File: src/rtl/uart_pkg.sv
// Shared UART definitions: FSM state encoding and bit-period computation,
// used by both the transmitter and the receiver.
package uart_pkg;

   typedef enum logic [1:0] {
      IDLE,
      START,
      DATA,
      STOP
   } state_t;

   // Clock cycles per serial bit; integer division truncates.
   function automatic int unsigned clks_per_bit(input int unsigned clock_freq,
                                                input int unsigned baud_rate);
      return clock_freq / baud_rate;
   endfunction

endpackage

File: src/rtl/uart_fifo.sv
// Byte FIFO for the UART transmitter. Pushes when full and pops when empty are
// dropped; pointers wrap naturally because the depth is a power of two.
module uart_fifo #(
   parameter int unsigned FIFO_DEPTH = 4
) (
   input  logic                          clk,
   input  logic                          rst_n,
   input  logic                          push,
   input  logic [7:0]                    push_data,
   input  logic                          pop,
   output logic [7:0]                    pop_data,
   output logic [$clog2(FIFO_DEPTH):0]   count
);

   localparam int unsigned AW = $clog2(FIFO_DEPTH);
   localparam int unsigned CW = AW + 1;
   localparam logic [CW-1:0] FULL_COUNT = CW'(FIFO_DEPTH);

   logic [7:0]    mem_q [FIFO_DEPTH];
   logic [AW-1:0] wr_ptr_q;
   logic [AW-1:0] rd_ptr_q;
   logic [CW-1:0] count_q;
   logic          do_push;
   logic          do_pop;

   assign do_push  = push && (count_q != FULL_COUNT);
   assign do_pop   = pop && (count_q != '0);
   assign pop_data = mem_q[rd_ptr_q];
   assign count    = count_q;

   // Storage write; contents need no reset since count gates every read.
   always_ff @(posedge clk) begin
      if (do_push) begin
         mem_q[wr_ptr_q] <= push_data;
      end
   end

   // Pointer and occupancy tracking; a same-cycle push and pop cancel out.
   always_ff @(posedge clk or negedge rst_n) begin
      if (!rst_n) begin
         wr_ptr_q <= '0;
         rd_ptr_q <= '0;
         count_q  <= '0;
      end else begin
         if (do_push) begin
            wr_ptr_q <= wr_ptr_q + 1'b1;
         end
         if (do_pop) begin
            rd_ptr_q <= rd_ptr_q + 1'b1;
         end
         case ({do_push, do_pop})
            2'b10:   count_q <= count_q + 1'b1;
            2'b01:   count_q <= count_q - 1'b1;
            default: count_q <= count_q;
         endcase
      end
   end

endmodule

File: src/rtl/uart_tx.sv
// 8N1 UART transmitter with a small input FIFO. The line output is registered
// from the next-state values so it changes on the same edge as the FSM.
module uart_tx
   import uart_pkg::*;
#(
   parameter int unsigned CLOCK_FREQ = 50000000,
   parameter int unsigned BAUD_RATE  = 9600,
   parameter int unsigned FIFO_DEPTH = 4
) (
   input  logic                          clk,
   input  logic                          rst_n,
   input  logic [7:0]                    tx_data,
   input  logic                          tx_valid,
   output logic                          tx_ready,
   output logic                          tx,
   output logic                          busy,
   output logic [$clog2(FIFO_DEPTH):0]   fifo_count
);

   localparam int unsigned CLKS_PER_BIT = clks_per_bit(CLOCK_FREQ, BAUD_RATE);
   localparam int unsigned BAUD_W       = $clog2(CLKS_PER_BIT + 1);
   localparam int unsigned CW           = $clog2(FIFO_DEPTH) + 1;
   localparam logic [BAUD_W-1:0] LAST_CNT   = BAUD_W'(CLKS_PER_BIT - 1);
   localparam logic [CW-1:0]     FULL_COUNT = CW'(FIFO_DEPTH);

   state_t            state_q, state_d;
   logic [BAUD_W-1:0] cnt_q, cnt_d;
   logic [2:0]        bit_q, bit_d;
   logic [7:0]        shift_q, shift_d;
   logic              tx_q, tx_d;
   logic              nonempty_q;
   logic              push;
   logic              pop;
   logic              bit_end;
   logic [7:0]        fifo_data;

   assign tx_ready = (fifo_count != FULL_COUNT);
   assign push     = tx_valid && tx_ready;
   assign bit_end  = (cnt_q == LAST_CNT);
   assign tx       = tx_q;
   assign busy     = (state_q != IDLE) || (fifo_count != '0);

   uart_fifo #(
      .FIFO_DEPTH (FIFO_DEPTH)
   ) u_fifo (
      .clk       (clk),
      .rst_n     (rst_n),
      .push      (push),
      .push_data (tx_data),
      .pop       (pop),
      .pop_data  (fifo_data),
      .count     (fifo_count)
   );

   // Next-state, baud counting, FIFO pop and the line value for the next cycle.
   always_comb begin
      state_d = state_q;
      cnt_d   = cnt_q;
      bit_d   = bit_q;
      shift_d = shift_q;
      pop     = 1'b0;
      unique case (state_q)
         IDLE: begin
            // nonempty_q holds off a fresh pop for one cycle after the first
            // byte lands, so the start bit begins two edges after acceptance.
            if (nonempty_q && (fifo_count != '0)) begin
               pop     = 1'b1;
               shift_d = fifo_data;
               cnt_d   = '0;
               bit_d   = '0;
               state_d = START;
            end
         end
         START: begin
            if (bit_end) begin
               cnt_d   = '0;
               bit_d   = '0;
               state_d = DATA;
            end else begin
               cnt_d = cnt_q + 1'b1;
            end
         end
         DATA: begin
            if (bit_end) begin
               cnt_d = '0;
               if (bit_q == 3'd7) begin
                  state_d = STOP;
               end else begin
                  bit_d = bit_q + 1'b1;
               end
            end else begin
               cnt_d = cnt_q + 1'b1;
            end
         end
         STOP: begin
            if (bit_end) begin
               cnt_d = '0;
               bit_d = '0;
               // Chain straight into the next frame when a byte is waiting.
               if (fifo_count != '0) begin
                  pop     = 1'b1;
                  shift_d = fifo_data;
                  state_d = START;
               end else begin
                  state_d = IDLE;
               end
            end else begin
               cnt_d = cnt_q + 1'b1;
            end
         end
         default: state_d = IDLE;
      endcase

      unique case (state_d)
         START:   tx_d = 1'b0;
         DATA:    tx_d = shift_d[bit_d];
         default: tx_d = 1'b1;
      endcase
   end

   // State, counters, shift register and registered line output.
   always_ff @(posedge clk or negedge rst_n) begin
      if (!rst_n) begin
         state_q    <= IDLE;
         cnt_q      <= '0;
         bit_q      <= '0;
         shift_q    <= '0;
         tx_q       <= 1'b1;
         nonempty_q <= 1'b0;
      end else begin
         state_q    <= state_d;
         cnt_q      <= cnt_d;
         bit_q      <= bit_d;
         shift_q    <= shift_d;
         tx_q       <= tx_d;
         nonempty_q <= (fifo_count != '0);
      end
   end

endmodule

File: config.mk
export PLATFORM = sky130hd
export DESIGN_NAME = uart_tx
export DESIGN_NICKNAME = d
export VERILOG_FILES = /design/src/rtl/uart_pkg.sv /design/src/rtl/uart_fifo.sv /design/src/rtl/uart_tx.sv
export SDC_FILE = /design/constraint.sdc
export NUM_CORES = 1
export LEC_CHECK = 0
export CORE_MARGIN = 1.5
export CORE_UTILIZATION = 53
export DETAILED_ROUTE_END_ITERATION = 8
export GPL_TIMING_DRIVEN = 1
export PLACE_DENSITY_LB_ADDON = 0.25
export SLEW_MARGIN = 10
export SYNTH_ARGS = -nofsm -noshare
export SYNTH_HDL_FRONTEND = slang
export SYNTH_HIERARCHICAL = 1
export SYNTH_SLANG_ARGS = --single-unit
File: constraint.sdc
create_clock -name clk -period 2.7 [get_ports clk]
set_clock_uncertainty 0.05 [all_clocks]
set_input_delay 0.405 -clock clk [delete_from_list [all_inputs] [get_ports clk]]
set_output_delay 0.405 -clock clk [all_outputs]
set_load 0.005 [all_outputs]
==> summary by stage <==
Die
The placeable core region is 5608 um2. The overall die area is between 6000 and 7000 um2. In this run the core area contains 27 standard-cell rows. The die boundary height is between 80 and 90 um. The initial standard-cell utilization of the core is 0.5614.

The top-level I/O count is 17. The die span in x is around 80 um.

Worst setup path
The sort of element at the start of the critical path is a flip-flop. STA puts the critical path data required time at 2.92 ns. The nature of the critical path endpoint is a flip-flop. The most prevalent standard cell on the critical path is xor2_1. Traced cell by cell, the critical path runs through ha_2, and4b_2, nand4_1, a211oi_4, o31a_2, ha_4, inv_1, fa_2, xor2_1, nor2_1, xor2_1. STA puts the critical path data arrival time at 2.84 ns. The critical path class is flip-flop to flip-flop. For this run, the slowest stage of the critical path takes slightly below 0.4 ns.

For this design, the slowest cell found on the critical path is dfrtp_1. Along the worst path, the maximum fanout reaches 4.

Synth
Counting flops and latches in the post-synthesis netlist gives 67. The sequential fraction of the synthesis area is 0.5839. Yosys printed 6 warnings. The post-synthesis average cell area is approximately 13 um2. The number of different library cells used by synthesis comes to 54. The most instantiated flip-flop cell in the synthesis netlist is dfrtp_1.

The number of nets in the synthesized netlist is 260. The area of the mapped netlist is approximately 3100 um2. The post-synthesis async set-or-reset flop share is 0.5224. Yosys mapped a number of flops with a built-in enable equal to 32. The gate count of the mapped netlist is ~240.

Timing
The final-report max-slew violation count was 0. Across all hold checks on the routed design, the worst slack comes to between 0.4 and 0.5 ns. Across all setup checks in the final design, the least slack found is about 0.074 ns. Measured against its own limit, the worst slew margin works out to 0.6779.

The total setup violations reported at the end of the flow is 0. Setup repair after global routing could not meet its margin everywhere. For this run, the top clock speed supported by timing is about 380 MHz.

The transition time at the pin with the least slew margin is roughly 0.48 ns. The hold violation total from the final report came to 0. In the finished design, the share of the clock period the worst path needs comes to 0.9727. The final critical-path required period is approximately 2.6 ns.

Finish
In the final layout, the multi-input gates occupy 1262 um2. Once layout is complete, the utilization of the core stands at 0.6653. The number of antenna repair diodes is 0. The share of final-layout standard cells stronger than drive strength 1 is 0.2357.

The final layout contains ~300 nets. The register cell area after layout is 1838 um2. The filler cell count is 430. Compared with the post-synthesis result, the final layout area differs by 18.52%. The number of non-filler instances in the completed layout is 352.

Place
The number of cells after detailed placement is roughly 330. The minimum setup slack after placement is -0.02130 ns. The placer's final routability congestion estimate is 0.7807. The detailed placement HPWL is about 3800 um. The count of buffers added on input and output ports is 16.

Pwr
The maximum resistive drop on vdd is roughly 0.60 mV. The static power due to leakage is between 1.5 and 2 nW. The final total power is around 0.0027 W. In this run the power density over the cells is ~700 nW/um2.

Clocking
The number of buffers inserted during clock tree synthesis is 9. TritonCTS built the clock tree. The cell at the root of the clock tree is clkbuf_8.

The buffer depth of the longest clock path is 2. The clock latency on the worst-skew pair is between 0.3 and 0.4 ns. The clock transition time at the flip-flop clock pins of the worst setup and hold paths is ~0.080 ns.

The number of H-tree levels is 3. The hold buffer count at cts is 0. The sink count of the clock tree is 67.

Global routing
The first global-routing pass estimated between 9000 and 10000 um of wire. For this run, the total global-route usage over all layers was measured as 0.2101. The number of antenna violations at the first check in global routing is 0. Entering global routing, the biggest net connects 36 pins. The global route total overflow is 0.

The number of global-route vias before repair is 2029.

Route
After detailed routing, the number of vias per cell comes to 5.656. The remaining antenna violation count after routing is 0. In the final routed layout, each cell accounts on average for about 16 um. The total number of vias is around 2.0k. The total wire length is 5767 um. For this run, design rule violations remaining after detail routing come to 0. For this block, the initial DRC count from the detailed router was a little over 70. The first detailed-routing pass took 4 iterations.

Flow run
Max-cap violations in this run came to 0.

Min path
The path class of the tightest hold or removal check is input pin to asynchronous set/reset pin.

Outcome
The flow ran to the end, and the final reports show no timing, DRC or antenna violations.
-- cells in the final DEF, fill, tap and decap left out, types with 3 or more instances in the layout --
cell type,count
a22o_1,3
buf_4,16
inv_1,14
o21ai_0,7
edfxtp_1,32
dfrtp_1,34
clkdlybuf4s50_1,16
mux2i_1,5
nor2_1,15
xor2_1,9
nand4_1,3
ha_1,9
and2_1,4
clkbuf_8,9
mux4_2,8
nor3_1,5
a21oi_1,5
nand3_1,10
nand2_1,18
xnor2_1,5
a22o_2,6
-- registers in the layout, summed over array words and instances, names as in the netlist --
| register | cells |
|---|---|
| nonempty_q | 1 |
| shift_q | 8 |
| u_fifo/mem_q | 32 |
| state_q | 2 |
| u_fifo/rd_ptr_q | 2 |
| u_fifo/count | 3 |
| u_fifo/wr_ptr_q | 2 |
| cnt_q | 13 |
| tx | 1 |
| bit_q | 3 |
-- cell usage after synthesis, drive strengths merged (2+ instances only) --
cell type,number,area share
a211oi,2,0.0064
a21oi,5,0.0079
a22o,9,0.027
a31oi,2,0.0040
and2,4,0.0079
and3,4,0.0087
buf,2,0.0052
clkbuf,2,0.0028
dfrtp,34,0.27
edfxtp,32,0.31
ha,12,0.048
inv,14,0.017
mux2,2,0.0083
mux2i,5,0.016
mux4,8,0.057
nand2,19,0.023
nand3,10,0.016
nand4,3,0.0060
nor2,16,0.020
nor3,5,0.0079
o21ai,8,0.014
o22ai,2,0.0040
o31ai,2,0.0048
xnor2,5,0.014
xor2,9,0.025
-- worst paths after layout --
kind,start,end,slack (ns),cells after the start
worst min register to register,shift_q[1]$_DFF_PN0_,shift_q[1]$_DFF_PN0_,0.45,1
worst min-delay path,rst_n,cnt_q[3]$_DFFE_PN0P_,0.41,2
worst max-delay path,cnt_q[0]$_DFFE_PN0P_,u_fifo/count[2]$_DFFE_PN0P_,0.07,11
worst max register to register,cnt_q[0]$_DFFE_PN0P_,u_fifo/count[2]$_DFFE_PN0P_,0.07,11
max in group asynchronous,rst_n,tx$_DFF_PN1_,1.84,2
min in group clk,shift_q[1]$_DFF_PN0_,shift_q[1]$_DFF_PN0_,0.45,1
-- metal layers --
| metal | GRT usage | vias up | routed length, um |
|---|---|---|---|
| li1 | - | 957 | - |
| met1 | 0.2613 | 975 | 2524 |
| met2 | 0.3437 | 50 | 2887 |
| met3 | 0.05795 | 9 | 264 |
| met4 | 0.09138 | 0 | 89 |
| met5 | 0 | - | 0 |
-- power breakdown --
group          internal (W)  switching [W]
combinational      0.000248       0.000288
clock              0.000442       0.000431
sequential          0.00123      0.0000538
total               0.00192       0.000773
-- final cells by class --
cell class              count  share of cell area
clock buffers               9             0.03320
multi-input cells         151              0.3384
flip-flops and latches     67              0.4926
inverters                  14             0.01408
clock inverters             7             0.02247
repair buffers             32             0.07512
well taps                  72             0.02414
-- stage by stage --
stage	setup TNS, ns	cell area [um2]
after floorplan	0	3156
after global placement	0	3478
after detailed placement	-0.02130	3478
after CTS	0	3710
after global routing	-0.07897	3731
final	0	3731
-- timing repair --
item                                    CTS  global route
pin swaps                                 5             4
buffers inserted                          2             1
gates resized for setup                   4             3
endpoints found under the setup margin    1             2
-- logic make-up (layout without fill, tap and decap cells) --
family | after synthesis | in the layout | share of synthesized area
mux | 15 | 15 | 0.08148
flops | 67 | 67 | 0.5839
fa+ha+maj | 13 | 13 | 0.05405
xor+xnor | 14 | 14 | 0.03895
compound gates | 41 | 41 | 0.1021
buf+inv | 18 | 62 | 0.02464
simple gates | 68 | 68 | 0.1149
-- critical path, delay by kind of cell (launching register included) --
kind | cells | cell delay (ns)
compound gates | 2 | 0.48
xor+xnor | 2 | 0.34
fa+ha+maj | 3 | 0.68
buf+inv | 1 | 0.05
flops | 1 | 0.39
simple gates | 3 | 0.55
(Power assumes the default switching activity.)
